<file path="src/rtl/input_capture_unit.sv">
// -----------------------------------------------------------------------------
// input_capture_unit
//
// Operator-input stage for the IN instruction. While an IN is pending, the CPU
// is stalled until the operator presses the confirm button. The button is
// debounced before it is used. On the press, the board switches are latched
// into data_input, zero-extended to 32 bits. The stall is then released for
// one cycle so the register file can write the value. No further capture is
// accepted until the button has been released.
//
// Ports
//   clock           in   1             system clock, rising edge
//   reset_n         in   1             asynchronous active-low reset
//   input_request   in   1             current instruction is IN
//   switches        in   SWITCH_WIDTH  raw board switches (asynchronous)
//   confirm_button  in   1             raw push-button, active-high, bouncy
//   data_input      out  32            captured switch value, zero-extended
//   stall           out  1             hold PC / suppress register write
//   input_pending   out  1             waiting for operator press (LED)
// -----------------------------------------------------------------------------
module input_capture_unit #(
  parameter int SWITCH_WIDTH    = 16,
  parameter int DEBOUNCE_CYCLES = 50000,
  parameter int CNT_WIDTH       = 16
) (
  input  logic                    clock,
  input  logic                    reset_n,
  input  logic                    input_request,
  input  logic [SWITCH_WIDTH-1:0] switches,
  input  logic                    confirm_button,
  output logic [31:0]             data_input,
  output logic                    stall,
  output logic                    input_pending
);

  localparam logic [CNT_WIDTH-1:0] CNT_LAST = CNT_WIDTH'(DEBOUNCE_CYCLES - 1);

  typedef enum logic [1:0] {
    IDLE         = 2'd0,
    WAIT_PRESS   = 2'd1,
    CAPTURED     = 2'd2,
    WAIT_RELEASE = 2'd3
  } state_t;

  function automatic logic [31:0] zero_extend(input logic [SWITCH_WIDTH-1:0] v);
    zero_extend = 32'(v);
  endfunction

  logic                    btn_sync_p0;
  logic                    btn_sync_p1;
  logic [SWITCH_WIDTH-1:0] sw_sync_p0;
  logic [SWITCH_WIDTH-1:0] sw_sync_p1;
  logic [CNT_WIDTH-1:0]    db_cnt;
  logic                    btn_stable;
  logic                    btn_stable_q;
  logic                    press_event;
  state_t                  state_q;
  state_t                  state_d;
  logic                    capture_en;
  logic                    stall_raw;

  // ---- stage p0/p1: two-flop synchronisers on all asynchronous inputs ----
  always_ff @(posedge clock or negedge reset_n) begin
    if (!reset_n) begin
      btn_sync_p0 <= 1'b0;
      btn_sync_p1 <= 1'b0;
      sw_sync_p0  <= '0;
      sw_sync_p1  <= '0;
    end else begin
      btn_sync_p0 <= confirm_button;
      btn_sync_p1 <= btn_sync_p0;
      sw_sync_p0  <= switches;
      sw_sync_p1  <= sw_sync_p0;
    end
  end

  // ---- debounce: accept a new button level after DEBOUNCE_CYCLES of disagreement ----
  always_ff @(posedge clock or negedge reset_n) begin
    if (!reset_n) begin
      db_cnt       <= '0;
      btn_stable   <= 1'b0;
      btn_stable_q <= 1'b0;
    end else begin
      btn_stable_q <= btn_stable;
      if (btn_sync_p1 == btn_stable) begin
        db_cnt <= '0;
      end else if (db_cnt == CNT_LAST) begin
        db_cnt     <= '0;
        btn_stable <= ~btn_stable;
      end else begin
        db_cnt <= db_cnt + CNT_WIDTH'(1);
      end
    end
  end

  assign press_event = btn_stable & ~btn_stable_q;

  // ---- control FSM ----
  always_ff @(posedge clock or negedge reset_n) begin
    if (!reset_n) begin
      state_q <= IDLE;
    end else begin
      state_q <= state_d;
    end
  end

  always_comb begin
    state_d    = state_q;
    capture_en = 1'b0;
    stall_raw  = 1'b0;
    case (state_q)
      IDLE: begin
        // Stall in the same cycle the IN appears so the PC never slips past it.
        stall_raw = input_request;
        if (input_request) state_d = WAIT_PRESS;
      end
      WAIT_PRESS: begin
        stall_raw = 1'b1;
        if (press_event) begin
          capture_en = 1'b1;
          state_d    = CAPTURED;
        end else if (!input_request) begin
          state_d = IDLE;
        end
      end
      CAPTURED: begin
        // Stall low here: the IN retires on this edge with the fresh value.
        state_d = WAIT_RELEASE;
      end
      WAIT_RELEASE: begin
        // A following IN must wait for release and then a fresh press.
        stall_raw = input_request;
        if (!btn_stable) state_d = IDLE;
      end
      default: state_d = IDLE;
    endcase
  end

  // Reset forces stall low immediately, even with an IN still on the bus.
  assign stall         = stall_raw & reset_n;
  assign input_pending = (state_q == WAIT_PRESS);

  // ---- capture register ----
  always_ff @(posedge clock or negedge reset_n) begin
    if (!reset_n) begin
      data_input <= '0;
    end else if (capture_en) begin
      data_input <= zero_extend(sw_sync_p1);
    end
  end

endmodule

</file>
<file path="config.mk">
export PLATFORM = sky130hd
export DESIGN_NAME = input_capture_unit
export DESIGN_NICKNAME = d
export VERILOG_FILES = /design/src/rtl/input_capture_unit.sv
export SDC_FILE = /design/constraint.sdc
export NUM_CORES = 1
export LEC_CHECK = 0
export ABC_CLOCK_PERIOD_IN_PS = 2700
export CAP_MARGIN = 20
export CORE_MARGIN = 2
export CORE_UTILIZATION = 54
export CTS_CLUSTER_SIZE = 8
export DETAILED_ROUTE_END_ITERATION = 12
export HOLD_SLACK_MARGIN = 0.15
export PLACE_DENSITY_LB_ADDON = 0.2
export SYNTH_ARGS = -nofsm -noshare
export SYNTH_HDL_FRONTEND = slang
export SYNTH_SLANG_ARGS = --single-unit
export TNS_END_PERCENT = 10
</file>
<file path="constraint.sdc">
create_clock -name clock -period 2.7 [get_ports clock]
set_input_delay 0.27 -clock clock [delete_from_list [all_inputs] [get_ports clock]]
set_output_delay 0.27 -clock clock [all_outputs]
set_load 0.02 [all_outputs]
</file>
* After elaboration in Yosys (flattened, before gate mapping)
Cells that the tools add are included.
** Cells by class
- Bitwise operators :: 5
- Div/mod/pow operators :: 0
- Mux-type cells :: 10
- Reduce and logical (&&, ||, !) cells :: 4
- $mul :: 0
- $lt $le $gt $ge :: 0
- Equal/unequal tests :: 8
- Shift operators :: 0
- Add/sub/neg operators :: 1
** Operators by type and width (count)
- two-way mux 16 bit :: 2
- adder 16 x 1 -> 16 bit (second input constant) :: 1
- == test 16 bit (second input constant) :: 1
- two-way mux 2 bit :: 4
- one-hot mux 2 bit (4 select lines) :: 1
- == test 2 bit (second input constant) :: 2
- != test 2 bit (second input constant) :: 2
- != test 3 x 2 -> 1 bit (second input constant) :: 1
- inverter 1 bit :: 3
- AND reduction 3 bit :: 1
- bitwise AND 1 bit :: 2
- == test 2 x 1 -> 1 bit (second input constant) :: 1
- zero test 2 bit :: 1
- two-way mux 1 bit :: 2
- one-hot mux 1 bit (2 select lines) :: 1
- AND reduction 2 bit :: 1
- OR reduction 2 bit :: 1
- == test 1 bit :: 1
** Word-level totals
- Bits in read-only memories :: 0
- Latch bits :: 0
- Memories kept :: 0
- Memory bits (writable) :: 0
- Output and inout port bits :: 34
- Bits in registers :: 70
- Input bits :: 20
- Logic and storage cells :: 37

* Logic depth before layout (Yosys ltp)
- Depth after elaboration :: 4
- Gate-level depth with buffers :: 6
- Gate-level depth less buffers :: 5

* Worst setup path after synthesis
OpenSTA, ideal clock, no wires.
- Path type :: register to output
- Start point :: register with a tool-made name
- End point :: output stall
- Stages on the path, launching flop included :: 5
- Required time :: 2430 ps
- Path buffers :: 0
- Setup slack :: 1038 ps
- Arrival time :: 1392 ps
- Cell sequence :: dfrtp_1 > inv_1 > ha_1 > a21oi_1 > nor3b_1
** RTL lines
- end, declared :: line 32 : output logic stall,

* Final worst setup path
- Start point :: register state_q[0]
- End point :: output stall
** On the way
- Cells in the longest elaborated chain, start to end :: 4
- Elaborated cells between the ends (all ways) :: 6
** RTL lines
- start, declared :: line 57 : state_t state_q;
- start signal, assigned :: line 103 : state_q <= state_d;
- == test 2 bit or zero test 2 bit (tied branches) :: line 111 : case (state_q)
- OR reduction 2 bit (no line)
- one-hot mux 1 bit (2 select lines) * :: line 111
- bitwise AND 1 bit * :: line 140 : assign stall = stall_raw & reset_n;
Every way passes the cells marked *; elsewhere a longest branch is shown, timed or not.

==> run metrics <==
Netlist Area Pre-Place=2676 um^2; Clock Path Buffers=2; critical path cell sequence=inv_1 -> ha_1 -> inv_1 -> a21oi_1 -> nor3b_1 -> clkdlybuf4s50_1; Tmin final=2.357 ns; unrepaired setup endpoints after global routing=no; DRC errors left=0; Setup TNS=0 ns; I/O Pins=54; IO Port Bufs=37; CTS HTree Levels=3; worst hold path type=reg -> reg; most frequent cells in the layout=70 x dfrtp_1, 36 x clkdlybuf4s50_1, 17 x nor2_1, 17 x mux2_2, 16 x conb_1; final std cells w/o fill=310; Post-layout nets=265; antenna cells=0; Horiz. Die Dim=74.40 um; Routed WL=4.018 mm; Crit path buffers/inverters=3; largest net degree at the start of global routing=71; Total Routing Usage GR=17.22%; DRT antenna net count=0; Worst R2R Path Depth=4; endpoint class of the critical path=primary output; CP max-delay cell=clkdlybuf4s50_1; share of cells above drive strength 1=15.64%; total power=1983 uW; Tcrit/Tclk final=87.31%; worst vdd ir=0.3974 mV; CP peak stage delay=0.64 ns; crit-path leading delay family=buffers and inverters; Slew @ Worst Pin=0.8281 ns; Num CTS Buffers=9; CP arrival=2.09 ns; Die Y=74.40 um; Via density=4.813; max frequency=424.2 MHz; HP Start=sw_sync_p0[3]; worst r2r dst=btn_stable; post-synthesis sequential area ratio=65.45%; Min Hold Slack=0.3456 ns; TritonRoute pass-1 iters=4; area growth from synthesis to layout=20.15%; status=finished, final reports clean; cts repair resizes=0; Clock Tree Root=clkbuf_8; GRT overflow=0; Yosys cell types=33; via count=1492; Seq cells post-synth=70; reg-to-reg setup timing slack=0.94 ns; die area=5535 um^2; max-slew violations=0; Hold Vio Cnt, Final=0; Slew HR=44.79%; Layout Skew=0.007966 ns; clock-pin transition on the worst setup and hold timing paths=0.07 ns; max_cap viols=0; Syn Area/Cell=13.87 um^2; routability cong.=0.8153; Hold EP=sw_sync_p1[3]; antenna violations before repair=0; final setup fails=0; core area=4755 um^2; Initial Utilization=56.29%; DP Area=3049 um^2; placed insts=294; crit path kind=reg -> out; Leak=0.001478 uW; num rows=25; pwr dens=616.6 nW/um^2; DP Wirelength=2.683 mm; most common cell after layout, fill and taps aside=dfrtp_1; RR Startpoint=db_cnt[12]; most used cell, CP=inv_1; Worst EP required=2.43 ns; drt initial violations=121; Final Cell Area=3216 um^2; clock sink count=70; per-cell routed wire length=12.96 um; clk_lat worst skew=0.34 ns; global-route wire length before repair=6.755 mm; synth warn=0; CTS tree=done; vias in the first global route=1462; Synth Instances=193; Max Fanout on Critical Path=4; hold path cells=0; nature of the critical path startpoint=flip-flop
## synthesized netlist by cell type
library cell,n,area (um^2)
a21oi_1,2,10.01
a22oi_1,1,7.510
and2_1,1,6.260
and3_1,2,12.51
buf_2,1,5.000
buf_4,17,127.6
buf_6,1,11.26
clkbuf_1,1,3.750
conb_1,1,3.750
dfrtp_1,70,1752
ha_1,6,75.07
inv_1,7,26.28
mux2_2,17,191.4
mux2i_1,2,20.02
nand2_1,4,15.01
nand3_1,6,30.03
nand3b_2,1,11.26
nand4_1,5,31.28
nor2_1,17,63.81
nor2b_1,1,6.260
nor3_1,3,15.01
nor3b_1,1,7.510
nor4_1,4,25.02
nor4b_4,1,23.77
o211ai_1,1,7.510
o21ai_0,1,5.000
o31ai_1,1,7.510
o41ai_4,1,27.53
or2_2,1,6.260
or3_4,1,11.26
or4_1,1,7.510
xnor2_1,10,87.58
xor2_1,4,35.03
## how the worst max path moves through the flow
stage | startpoint | end | slack [ns] | cells after the start
CTS | state_q[0] | stall | 0.31 | 6
global placement | state_q[0] | stall | 0.77 | 6
detailed placement | state_q[0] | stall | 0.70 | 6
finish | state_q[0] | stall | 0.34 | 6
global route | state_q[0] | stall | 0.20 | 6
floorplan | flip-flop | stall | 1.04 | 4
## through the flow
| stage | setup WS (ns) | utilization, % |
|---|---|---|
| after floorplan | 1.038 | - |
| after global placement | 0.7734 | 64.13 |
| after detailed placement | 0.6998 | 64.13 |
| after CTS | 0.3076 | 67.63 |
| after global routing | 0.2018 | 67.63 |
| final | 0.3425 | 67.63 |
## sequential cells by signal, indices dropped and copies added, names as in the netlist, named ones only
register,flops
db_cnt,16
btn_sync_p0,1
btn_sync_p1,1
state_q,1
data_input,16
btn_stable_q,1
btn_stable,1
sw_sync_p0,16
sw_sync_p1,16
## kinds of logic after synthesis
logic type               count (synthesis)  synth area share, %
multiplexers                            19                7.901
AND/OR/NAND/NOR                         49                10.19
XOR/XNOR                                14                4.581
adder cells (fa/ha/maj)                  6                2.805
buffers and inverters                   27                6.498
flip-flops                              70                65.45
AO/OA/AOI/OAI                            7                2.431
other                                    1               0.1401
## metal layers
layer	up-vias	part of all wire [%]	routed length, um	GRT usage, %
met5	-	0	0	0
met3	14	5.6	226	5.691
met2	46	45	1814	23.30
met1	731	47	1870	23.53
li1	701	-	-	-
met4	0	2.7	107	11.90
## power by group
group          total [uW]  internal, uW  switching [uW]
registers            1100          1090            19.0
clock network         682           325             357
logic                 196          84.8             112
total                1980          1500             487
## worst register-to-register path, delay by kind of cell (launching register included)
family           cells  cell delay, ns
DFF                  1            0.45
muxes                1            0.38
and+or+nand+nor      3            0.80
## timing repair
item,in CTS,in global routing
endpoints found under the hold margin,3,0
buffers inserted,0,0
setup endpoints to repair,0,0
hold buffers,1,0
## layout make-up
class,count,area [um^2]
Sequential cell,70,1752
Fill cell,365,1539
Clock buffer,11,131.4
Tap cell,67,83.83
Multi-Input combinational cell,111,807.0
Clock inverter,4,25.02
Timing Repair Buffer,40,390.4
Inverter,7,26.28
Note: power is estimated with default switching activity, not from simulation.
